## config.mk

```make
export PLATFORM = sky130hd
export DESIGN_NAME = sram_slot_arbiter
export DESIGN_NICKNAME = d
export VERILOG_FILES = /design/src/rtl/sram_arbiter_pkg.sv /design/src/rtl/sram_slot_arbiter.sv
export SDC_FILE = /design/constraint.sdc
export NUM_CORES = 1
export LEC_CHECK = 0
export CORE_AREA = 4 4 89 91
export DETAILED_ROUTE_END_ITERATION = 16
export DIE_AREA = 0 0 93 95
export PLACE_DENSITY = 0.82
export SKIP_CTS_REPAIR_TIMING = 1
export SLEW_MARGIN = 10
export SYNTH_ARGS = -nofsm -noshare
export SYNTH_HDL_FRONTEND = slang
export SYNTH_SLANG_ARGS = --single-unit
```

## constraint.sdc

```tcl
create_clock -name clock -period 3.1 [get_ports clock]
set_input_delay 0.62 -clock clock [delete_from_list [all_inputs] [get_ports clock]]
set_output_delay 0.62 -clock clock [all_outputs]
set_load 0.005 [all_outputs]
```

## src/rtl/sram_arbiter_pkg.sv

```systemverilog
// rtl/sram_arbiter_pkg.sv - shared types for the video SRAM slot arbiter
package sram_arbiter_pkg;

  // Arbiter sequencing states; the encoding is private to the arbiter.
  typedef enum logic [2:0] {
    IDLE,
    READ_ADDR,
    READ_CAPTURE,
    WRITE_SETUP,
    WRITE_STROBE,
    WRITE_RELEASE
  } arb_state_t;

  // Default geometry of the video SRAM (9-bit X, 8-bit Y, 8-bit pixels).
  localparam int PW_ADDR_WIDTH = 17;
  localparam int PW_DATA_WIDTH = 8;

  // Pending-write FIFO entry; the producer packs {address, data} in this order.
  typedef struct packed {
    logic [PW_ADDR_WIDTH-1:0] address;
    logic [PW_DATA_WIDTH-1:0] data;
  } pending_write_t;

endpackage

```

## src/rtl/sram_slot_arbiter.sv

```systemverilog
// rtl/sram_slot_arbiter.sv - time-sliced read/write arbiter for the single-port video SRAM
module sram_slot_arbiter
  import sram_arbiter_pkg::*;
#(
  parameter int X_WIDTH             = 9,
  parameter int Y_WIDTH             = 8,
  parameter int DATA_WIDTH          = 8,
  parameter int PIXELS_PER_SLOT     = 2,
  parameter int MAX_WRITES_PER_SLOT = 1
) (
  input  logic                                  clock,
  input  logic                                  resetN,
  input  logic                                  slotStart,
  input  logic [X_WIDTH-1:0]                    readXCoord,
  input  logic [Y_WIDTH-1:0]                    readYCoord,
  output logic [PIXELS_PER_SLOT*DATA_WIDTH-1:0] pixels,
  output logic                                  pixelsValid,
  input  logic [X_WIDTH+Y_WIDTH+DATA_WIDTH-1:0] writeQueueData,
  input  logic                                  writeQueueEmpty,
  output logic                                  writeQueueReadRequest,
  output logic [X_WIDTH+Y_WIDTH-1:0]            sramAddress,
  input  logic [DATA_WIDTH-1:0]                 sramDataIn,
  output logic [DATA_WIDTH-1:0]                 sramDataOut,
  output logic                                  sramDataOutEnable,
  output logic                                  sramOutputEnableN,
  output logic                                  sramWriteEnableN,
  output logic                                  busy,
  output logic                                  slotOverrun
);

  localparam int ADDR_WIDTH = X_WIDTH + Y_WIDTH;
  localparam logic [3:0] LAST_IDX      = 4'(PIXELS_PER_SLOT - 1);
  localparam logic [3:0] MAX_WRITES    = 4'(MAX_WRITES_PER_SLOT);
  localparam logic       WRITES_ENABLED = (MAX_WRITES_PER_SLOT > 0);

  arb_state_t           state;
  logic [2:0]           pixel_idx;
  logic [2:0]           write_count;
  logic [X_WIDTH-1:0]   x_lat;
  logic [Y_WIDTH-1:0]   y_lat;
  logic [DATA_WIDTH-1:0] pixel_q [PIXELS_PER_SLOT];

  logic [ADDR_WIDTH-1:0] head_address;
  logic [DATA_WIDTH-1:0] head_data;
  logic                  capture_now;
  logic                  more_writes;

  // FIFO head is show-ahead: address sits above data.
  assign head_address = writeQueueData[DATA_WIDTH +: ADDR_WIDTH];
  assign head_data    = writeQueueData[DATA_WIDTH-1:0];
  assign capture_now  = (state == READ_CAPTURE);
  assign more_writes  = (({1'b0, write_count} + 4'd1) < MAX_WRITES) && !writeQueueEmpty;

  // Slot sequencer: registered bus controls, pop strobe, busy and overrun flags.
  // busy also covers the cycle after the FSM returns to IDLE, so a slot
  // occupies 2P + 3W cycles and a new slotStart in that tail is an overrun.
  always_ff @(posedge clock or negedge resetN) begin
    if (!resetN) begin
      state                 <= IDLE;
      pixel_idx             <= '0;
      write_count           <= '0;
      x_lat                 <= '0;
      y_lat                 <= '0;
      sramAddress           <= '0;
      sramDataOut           <= '0;
      sramDataOutEnable     <= 1'b0;
      sramOutputEnableN     <= 1'b1;
      sramWriteEnableN      <= 1'b1;
      pixelsValid           <= 1'b0;
      writeQueueReadRequest <= 1'b0;
      busy                  <= 1'b0;
      slotOverrun           <= 1'b0;
    end else begin
      pixelsValid           <= 1'b0;
      writeQueueReadRequest <= 1'b0;
      busy                  <= (state != IDLE);
      if (slotStart && busy) begin
        slotOverrun <= 1'b1;
      end
      case (state)
        IDLE: begin
          if (slotStart && !busy) begin
            x_lat             <= readXCoord;
            y_lat             <= readYCoord;
            sramAddress       <= {readYCoord, readXCoord};
            sramOutputEnableN <= 1'b0;
            sramDataOutEnable <= 1'b0;
            pixel_idx         <= '0;
            busy              <= 1'b1;
            state             <= READ_CAPTURE;
          end
        end
        READ_CAPTURE: begin
          if ({1'b0, pixel_idx} < LAST_IDX) begin
            // X wraps within the row; Y stays fixed for the whole burst.
            sramAddress <= {y_lat, x_lat + X_WIDTH'(pixel_idx) + X_WIDTH'(1)};
            state       <= READ_ADDR;
          end else begin
            pixelsValid       <= 1'b1;
            sramOutputEnableN <= 1'b1;
            if (WRITES_ENABLED && !writeQueueEmpty) begin
              write_count           <= '0;
              sramAddress           <= head_address;
              sramDataOut           <= head_data;
              sramDataOutEnable     <= 1'b1;
              writeQueueReadRequest <= 1'b1;
              state                 <= WRITE_SETUP;
            end else begin
              state <= IDLE;
            end
          end
        end
        READ_ADDR: begin
          pixel_idx <= pixel_idx + 3'd1;
          state     <= READ_CAPTURE;
        end
        WRITE_SETUP: begin
          sramWriteEnableN <= 1'b0;
          state            <= WRITE_STROBE;
        end
        WRITE_STROBE: begin
          sramWriteEnableN <= 1'b1;
          state            <= WRITE_RELEASE;
        end
        WRITE_RELEASE: begin
          write_count <= write_count + 3'd1;
          if (more_writes) begin
            sramAddress           <= head_address;
            sramDataOut           <= head_data;
            sramDataOutEnable     <= 1'b1;
            sramOutputEnableN     <= 1'b1;
            writeQueueReadRequest <= 1'b1;
            state                 <= WRITE_SETUP;
          end else begin
            sramDataOutEnable <= 1'b0;
            state             <= IDLE;
          end
        end
        default: state <= IDLE;
      endcase
    end
  end

  // Pixel capture registers: slot i loads the SRAM bus when its read completes.
  for (genvar g = 0; g < PIXELS_PER_SLOT; g++) begin : g_pixel
    always_ff @(posedge clock or negedge resetN) begin
      if (!resetN) begin
        pixel_q[g] <= '0;
      end else if (capture_now && (pixel_idx == 3'(g))) begin
        pixel_q[g] <= sramDataIn;
      end
    end
    assign pixels[g*DATA_WIDTH +: DATA_WIDTH] = pixel_q[g];
  end

endmodule

```

# --- Word-level counts from Yosys, hierarchy flattened ---
# Cells that the tools add are included.
totals:
  ff_bits: 74
  inputBits: 54
op_classes:
  eq_ne: 11
  reduce_logical: 21
  magnitude_cmp: 2
  n_mux: 35
  n_addsub: 5
op_table:
  columns: ["cell", "count"]
  rows:
  - ["$mux 17", 4]
  - ["$pmux 17 s3", 1]
  - ["$mux 8", 3]
  - ["$pmux 3 s6", 1]
  - ["$pmux 8 s2", 1]
  - ["$reduce_and 4->1", 4]
  - ["$mux 1", 12]
  - ["$mux 3", 4]
  - ["$pmux 3 s2", 2]
  - ["$add 9x1->9 const B", 1]
  - ["$add 9x3->9", 1]
  - ["$ne 2x2->1 const B", 4]
  - ["$add 3x1->3 const B", 2]
  - ["$eq 3x1->1 const B", 2]
  - ["$eq 3x2->1 const B", 2]
  - ["$eq 3x3->1 const B", 2]
  - ["$logic_not 3->1", 2]
  - ["$mux 2", 3]
  - ["$pmux 1 s3", 2]
  - ["$reduce_bool 2->1", 3]
  - ["$reduce_bool 3->1", 2]
  - ["$logic_and 1x1->1", 5]
  - ["$add 3x1->4 const B", 1]
  - ["$lt 4x1->1 const B", 1]
  - ["other kinds (6)", 9]

# --- Longest topological paths before layout ---
depth:
  ltp_word: 5
  mapped_depth: 9
  ltp_nobuf: 8

# --- Worst setup path after synthesis ---
# OpenSTA, ideal clock, no wires.
synth_path:
  kind: "reg2reg"
  startpoint: "reg pixel_idx[0]"
  endpoint: "reg sramAddress[4]"
  t_arrival_ns: 1.799
  t_required_ns: 2.971
  path_stages_with_launch: 9
  synth_period_minus_slack_ns: 1.928
  setup_slack_ns: 1.172
  path_buffers: 0
  path_cell_list: "dfrtp_1 inv_1 ha_1 fa_1 nor2b_1 o21ai_0 xnor2_1 a221oi_1 o21ai_0"
synth_between:
  elab_chain_cells: 4
synth_lines:
  columns: ["item", "line", "text"]
  rows:
  - ["from (decl)", "sram_slot_arbiter.sv:37", "logic [2:0] pixel_idx;"]
  - ["from (signal assigned)", "sram_slot_arbiter.sv:114", "pixel_idx <= pixel_idx + 3'd1;"]
  - ["$add 9x3->9", "sram_slot_arbiter.sv:96", "sramAddress <= {y_lat, x_lat + X_WIDTH'(pixel_idx) + X_WIDTH'(1)};"]
  - ["$add 9x1->9", "sram_slot_arbiter.sv:96", null]
  - ["$mux 17", "sram_slot_arbiter.sv:94", "if ({1'b0, pixel_idx} < LAST_IDX) begin"]
  - ["$pmux 17 s3", "sram_slot_arbiter.sv:80", "case (state)"]
  - ["to (signal assigned)", "sram_slot_arbiter.sv:85", "sramAddress <= {readYCoord, readXCoord};"]
  - ["to (signal assigned)", "sram_slot_arbiter.sv:96", null]
  - ["to (signal assigned)", "sram_slot_arbiter.sv:103", "sramAddress <= head_address;"]
  - ["to (decl)", "sram_slot_arbiter.sv:21", "output logic [X_WIDTH+Y_WIDTH-1:0] sramAddress,"]
# Parallel ways exist; a longest one is shown, timed or not.
# A chain may end at the register's enable or synchronous reset.

# --- Worst setup path in the final report ---
layout_path:
  startpoint: "in slotStart"
  endpoint: "reg sramAddress[14]"
layout_between:
  elab_chain_cells: 3
layout_lines:
  columns: ["item", "line", "text"]
  rows:
  - ["from (decl)", "sram_slot_arbiter.sv:13", "input logic slotStart,"]
  - ["$logic_and 1x1->1", "sram_slot_arbiter.sv:82", "if (slotStart && !busy) begin"]
  - ["$ne 2x2->1 (no line)", null, null]
  - ["$reduce_and 4->1 (no line)", null, null]
# Every way passes these cells.

==> run_results.csv <==
group,metric,value,unit
outcome,status,"completed",
synthesis,ys_types,49,
grt,antenna_found_initial,0,
synthesis,synth_top_flop_cell,"dfrtp_1",
clocking,cts_root_buf,"clkbuf_8",
floorplanning,core,7140,sq um
worst_setup_path,crit_path_start,"slotStart",
detailed_routing,via_per_inst,5.31,
sta,worst_slack,0.686,ns
clocking,numCtsBuffers,9,
synthesis,yosysWarnings,0,
cells_and_area,area_growth,35.9,%
placed_design,gp_congestion,0.808,
placed_design,numPortBuffers,101,
worst_setup_path,arrival,2.65,ns
grt,grt_first_pass_wirelength,13500,um
pwr,irDropWorstVdd,455,uV
sta,fin_crit,2.41,ns
clocking,htree_levels,3,
sta,setup_viol,0,
worst_setup_path,rrSetupSlack,0.74,ns
worst_setup_path,path_delay_family,"compound AO/OA/AOI/OAI gates",
synthesis,synth_async_sr_flop_share,1.00,
synthesis,synth.most_common_cell,"dfrtp_1",
clocking,cts.clk_slew.worst_paths,0.08,ns
synthesis,synth_top_area_cell,"dfrtp_1",
detailed_routing,wl_per_cell,16.0,um
worst_setup_path,crit_fanout,16,
synthesis,synth_fp_nets,378,
placed_design,place_ws,0.353,ns
detailed_routing,vias,2763,
synthesis,ys_ff_latch,74,
sta,timing.final.hold_violations,0,
clocking,clockBufferDepth,2,
floorplanning,pin_count,102,
grt,grt-ovfl-total,0,
detailed_routing,remaining_drc_errors,0,
detailed_routing,drt-initial-drc-count,129,
grt,grt_max_degree,75,
worst_setup_path,r2r-end,"sramAddress[14]$_DFFE_PN0P_",
synthesis,synth_top_cell_area_share,0.508,
synthesis,synth_area_leaders,"dfrtp_1 (51%), mux2_2 (12%), nand2_1 (4.2%)",
floorplanning,dieArea,8840,sq um
sta,period_share,0.779,
job,timing.max_cap.violations,0,
floorplanning,die_x,93,um
min_path,hold_class,"input port to async pin",
worst_setup_path,crit_buf_inv,2,
placed_design,dp_hpwl,5980,um
sta,max_freq,414,MHz
sta,skew,0.0112,ns
sta,max-slew-margin-rel,0.389,
clocking,cts_tree,"yes",
clocking,clk_latency,0.34,ns
cells_and_area,drive_gt1_frac,0.181,
cells_and_area,diodes,0,
sta,maxSlewViolCount,0,
grt,grt_pass1_vias,2853,
grt,grt.total_usage,0.198,
worst_setup_path,cp.required,3.34,ns
sta,fin_setup_tns,0,ns
floorplanning,start_util,0.497,
floorplanning,die_height,95,um
worst_setup_path,cp-end-kind,"flop",
pwr,cellLeakagePower,2.09,nW
detailed_routing,wl,8300,um
synthesis,synth_common_cells,"dfrtp_1 (72), nand2_1 (40), mux2_2 (38)",
cells_and_area,fin_nets,480,
worst_setup_path,worstSetupPathType,"input port to flop",
worst_setup_path,start_kind,"input port",
worst_setup_path,reg2regPathDepth,7,
synthesis,yosysSeqAreaShare,0.523,
detailed_routing,ant_nets,0,
synthesis,synth_area_per_cell,11.2,sq um
detailed_routing,drt-pass1-iter-count,4,
sta,rsz0062_at_grt,"false",
sta,worst_pin_slew,0.917,ns
floorplanning,rows,31,
synthesis,synth_edf_count,0,
pwr,cellPowerDensity,992,nW/um^2
synthesis,synthCells,316,
worst_setup_path,crit_chain,"clkdlybuf4s50_1 -> nor2b_1 -> o21ai_0 -> a22o_1 -> buf_4 -> a311oi_2 -> a21o_1",
synthesis,syn-cell-area,3540,sq um
worst_setup_path,r2r_start,"state[0]$_DFFE_PN0N_",
clocking,cts_sinks,74,
worst_setup_path,slowest_delay,0.60,ns
worst_setup_path,cp_slowest_cell,"a22o_1",
## layout by cell type (no fill, tap or decap), types with 4 or more instances in the layout
| cell | count |
|---|---|
| o21ai_0 | 19 |
| clkdlybuf4s50_1 | 100 |
| mux2i_1 | 4 |
| nand2_1 | 40 |
| inv_1 | 10 |
| a21oi_1 | 8 |
| a21o_1 | 10 |
| nor2_1 | 29 |
| and3_1 | 4 |
| dfrtp_1 | 72 |
| mux2_2 | 38 |
| clkbuf_8 | 11 |
| ha_1 | 7 |
| o31ai_1 | 5 |
| buf_4 | 5 |
| nor2b_1 | 5 |
| a311oi_2 | 6 |
## stage by stage
step,hold WS [ns],cells,power (mW),utilization,cell area (sq um)
CTS,0.440,520,4.82,0.675,4820
finish,0.398,520,4.78,0.675,4820
detailed placement,0.465,506,4.08,0.648,4630
global route,0.474,520,5.15,0.675,4820
global placement,0.439,506,3.98,0.648,4630
floorplan,0.324,316,3.08,-,3540
## final cells by class
cell class,instances,area [sq um]
tap,99,124
timing repair buffer,105,1040
multi-input combinational,217,1570
inverter,11,41.3
sequential,74,1850
clock buffer,11,151
clock inverter,3,40.0
fill,583,2320
## per-layer routing
layer / routed length (um) / up-vias / GRT usage
met5: 0 / - / 0
met4: 94 / 0 / 0.0965
met3: 548 / 7 / 0.0542
met2: 4180 / 89 / 0.326
met1: 3480 / 1354 / 0.240
li1: - / 1313 / -
## sequential cells by signal, indices dropped and copies added (netlist names), 3 cells and up
register and cells:
sramAddress 17, pixels 16, x_lat 9, sramDataOut 8, y_lat 8, pixel_idx 3, state 3, write_count 3
## where the power goes
group / total [mW] / internal (mW) / switching (mW)
sequential: 1.75 / 1.43 / 0.320
clock: 0.739 / 0.404 / 0.335
combinational: 2.29 / 1.28 / 1.01
total: 4.78 / 3.12 / 1.66
## logic make-up (layout without fill, tap and decap cells)
kind of cell / Yosys count / count (layout) / synth area share
fa+ha+maj: 8 / 8 / 0.0304
flops: 74 / 74 / 0.523
simple gates: 93 / 93 / 0.121
xor+xnor: 4 / 4 / 0.00989
buf+inv: 25 / 130 / 0.0349
compound gates: 70 / 70 / 0.149
mux: 42 / 42 / 0.132
## worst max-delay path by stage
stage | end | slack (ns) | depth (start not counted)
4_1_cts | sramAddress[14]$_DFFE_PN0P_ | 0.73 | 7
5_1_grt | sramAddress[15]$_DFFE_PN0P_ | 0.51 | 7
6_report | sramAddress[14]$_DFFE_PN0P_ | 0.69 | 7
3_3_place_gp | sramAddress[14]$_DFFE_PN0P_ | 0.42 | 7
2_1_floorplan | sramAddress[4]$_DFFE_PN0P_ | 1.17 | 8
3_5_place_dp | sramAddress[14]$_DFFE_PN0P_ | 0.35 | 7
Note: power is estimated with default switching activity, not from simulation.
==> RTL change (same flow settings) <==
Put one more register stage on the output `slotOverrun`, cleared by the reset. The value now appears one clock later. The other outputs are not delayed to match.
--- a/src/rtl/sram_slot_arbiter.sv
+++ b/src/rtl/sram_slot_arbiter.sv
@@ -32,6 +32,8 @@
   localparam logic [3:0] LAST_IDX      = 4'(PIXELS_PER_SLOT - 1);
   localparam logic [3:0] MAX_WRITES    = 4'(MAX_WRITES_PER_SLOT);
   localparam logic       WRITES_ENABLED = (MAX_WRITES_PER_SLOT > 0);
+
+  logic slotOverrun_s0;
 
   arb_state_t           state;
   logic [2:0]           pixel_idx;
@@ -69,13 +71,13 @@
       pixelsValid           <= 1'b0;
       writeQueueReadRequest <= 1'b0;
       busy                  <= 1'b0;
-      slotOverrun           <= 1'b0;
+      slotOverrun_s0        <= 1'b0;
     end else begin
       pixelsValid           <= 1'b0;
       writeQueueReadRequest <= 1'b0;
       busy                  <= (state != IDLE);
       if (slotStart && busy) begin
-        slotOverrun <= 1'b1;
+        slotOverrun_s0 <= 1'b1;
       end
       case (state)
         IDLE: begin
@@ -153,5 +155,13 @@
     assign pixels[g*DATA_WIDTH +: DATA_WIDTH] = pixel_q[g];
   end
 
+  always_ff @(posedge clock or negedge resetN) begin
+    if (!resetN) begin
+      slotOverrun <= '0;
+    end else begin
+      slotOverrun <= slotOverrun_s0;
+    end
+  end
+
 endmodule
 
Check against the original RTL: not equivalent (Yosys sat finds a counterexample within 4 cycles, from zero or initial values and one cycle with resetN low).
==> RTL change against the original RTL <==
Count of clock-buffer cells in the layout fell by 2; sequential cell count rose by 1; sequential power rose by 2%; routed wire length fell by 4.5%; combinational power fell by 3%; total power fell by 0.56%; worst setup slack improved by 0.097 ns; design area fell by 2.3%; synthesized cell count fell by 9.8%; area after synthesis fell by 4.2%; sequential share of layout area rose by 1.4 points; highest routed layer unchanged.
==> RTL change: results (changes against the original RTL) <==
status=finished clean; CP top delay family=simple AND/OR/NAND/NOR gates; CP max-delay cell=or3b_1; DR vias=2585 (-6.4%); ANT cells=0 (unchanged); DRT Wirelength=7.93 mm (-4.5%); Compound-Gate Fraction of Synth Area=13.1% (-1.7 points); routability congestion estimate=0.857 (+6.0%); final HPWL from detailed placement=5.65 mm (-5.6%); Data arrival, critical path=2.55 ns (-0.10 ns); Slew HR=38.7% (-0.22 points); syn nets=347 (-8.2%); leakage power=2.00 nW (-4.4%); dpl cells=477 (-5.7%); layout cells sized above 1=14.0% (-4.1 points); drt first-iter violations=157 (+22%); first-pass GRT wire length=13.5 mm (+0.36%); Seq/Total Area, Yosys=55.3% (+3.0 points); dominant cells by area after synthesis=dfrtp_1, mux2_2, mux2_1; Worst Path Max Fanout=13 (-3); Nets=451 (-6.0%); XOR/XNOR share of the synthesized area=1.55% (+0.56 points); Clock Skew=0.00879 ns (-0.00244 ns); vias in the first global route=2761 (-3.2%); Post-Synth Adder-Cell Area=3.17% (+0.13 points); Tightest Hold Check Type=register to register; DR WL/cell=16.1 um (+0.76%); Max IR drop VDD=550 uV (+21%); Placed Instance Area=4520 sq um (-2.4%); CP max stage delay=0.55 ns (-0.05 ns); number of distinct library cells after synthesis=47 (-4.1%); mux cell area share after synthesis=14.5% (+1.3 points); Syn Inst Count=285 (-9.8%); Total GRT Usage=19.6% (-0.15 points); asr flop ratio synth=100% (unchanged)
## RTL change: cell types whose count changed after synthesis, sizes merged, moves of 8 or more
cell,delta
a311oi,-8
a21o,-8
nor2,-16
nand2,-9
a222oi,+13
## RTL change: where the power goes
part           switching, mW  leakage [nW]  internal [mW]
Sequential             0.336         0.905           1.45
Clock                  0.365        0.0950          0.368
Combinational          0.963          1.00           1.27
## RTL change: layout make-up
class | instances | area [sq um]
Fill cell | 567 | 2430
Sequential cell | 75 | 1880
Multi-Input combinational cell | 189 | 1430
Timing Repair Buffer | 107 | 1050
Clock buffer | 9 | 124
Tap cell | 99 | 124
Clock inverter | 7 | 68.8
Inverter | 7 | 26.3
## RTL change: worst paths after layout
| kind | startpoint | cells after the start | endpoint | slack [ns] |
|---|---|---|---|---|
| min in group asynchronous | resetN | 1 | pixels[3]$_DFFE_PN0P_ | 0.42 |
| min reg2reg | slotOverrun_s0$_DFFE_PN0P_ | 0 | slotOverrun$_DFF_PN0_ | 0.39 |
| max in group asynchronous | resetN | 1 | sramDataOut[4]$_DFFE_PN0P_ | 2.10 |
| max | state[0]$_DFFE_PN0N_ | 4 | sramDataOut[6]$_DFFE_PN0P_ | 0.78 |
| max reg2reg | state[0]$_DFFE_PN0N_ | 4 | sramDataOut[6]$_DFFE_PN0P_ | 0.78 |
| min | slotOverrun_s0$_DFFE_PN0P_ | 0 | slotOverrun$_DFF_PN0_ | 0.39 |
## RTL change: layer usage
layer	share of wire, %	track usage, %
met4	1.0	5.49
met2	49	32.9
met3	7.7	6.85
met1	42	24.1
met5	0	0
## RTL change: worst reg2reg max path: stages (launching register included)
cell and delay, ns:
dfrtp_1 0.52, or3b_1 0.55, or3_1 0.43, and2_1 0.33, mux2_4 0.37
## RTL change: cells by family after synthesis
family | after synthesis
xor+xnor | 6
compound gates | 64
flops | 75
fa+ha+maj | 8
buf+inv | 21
simple gates | 70
mux | 41
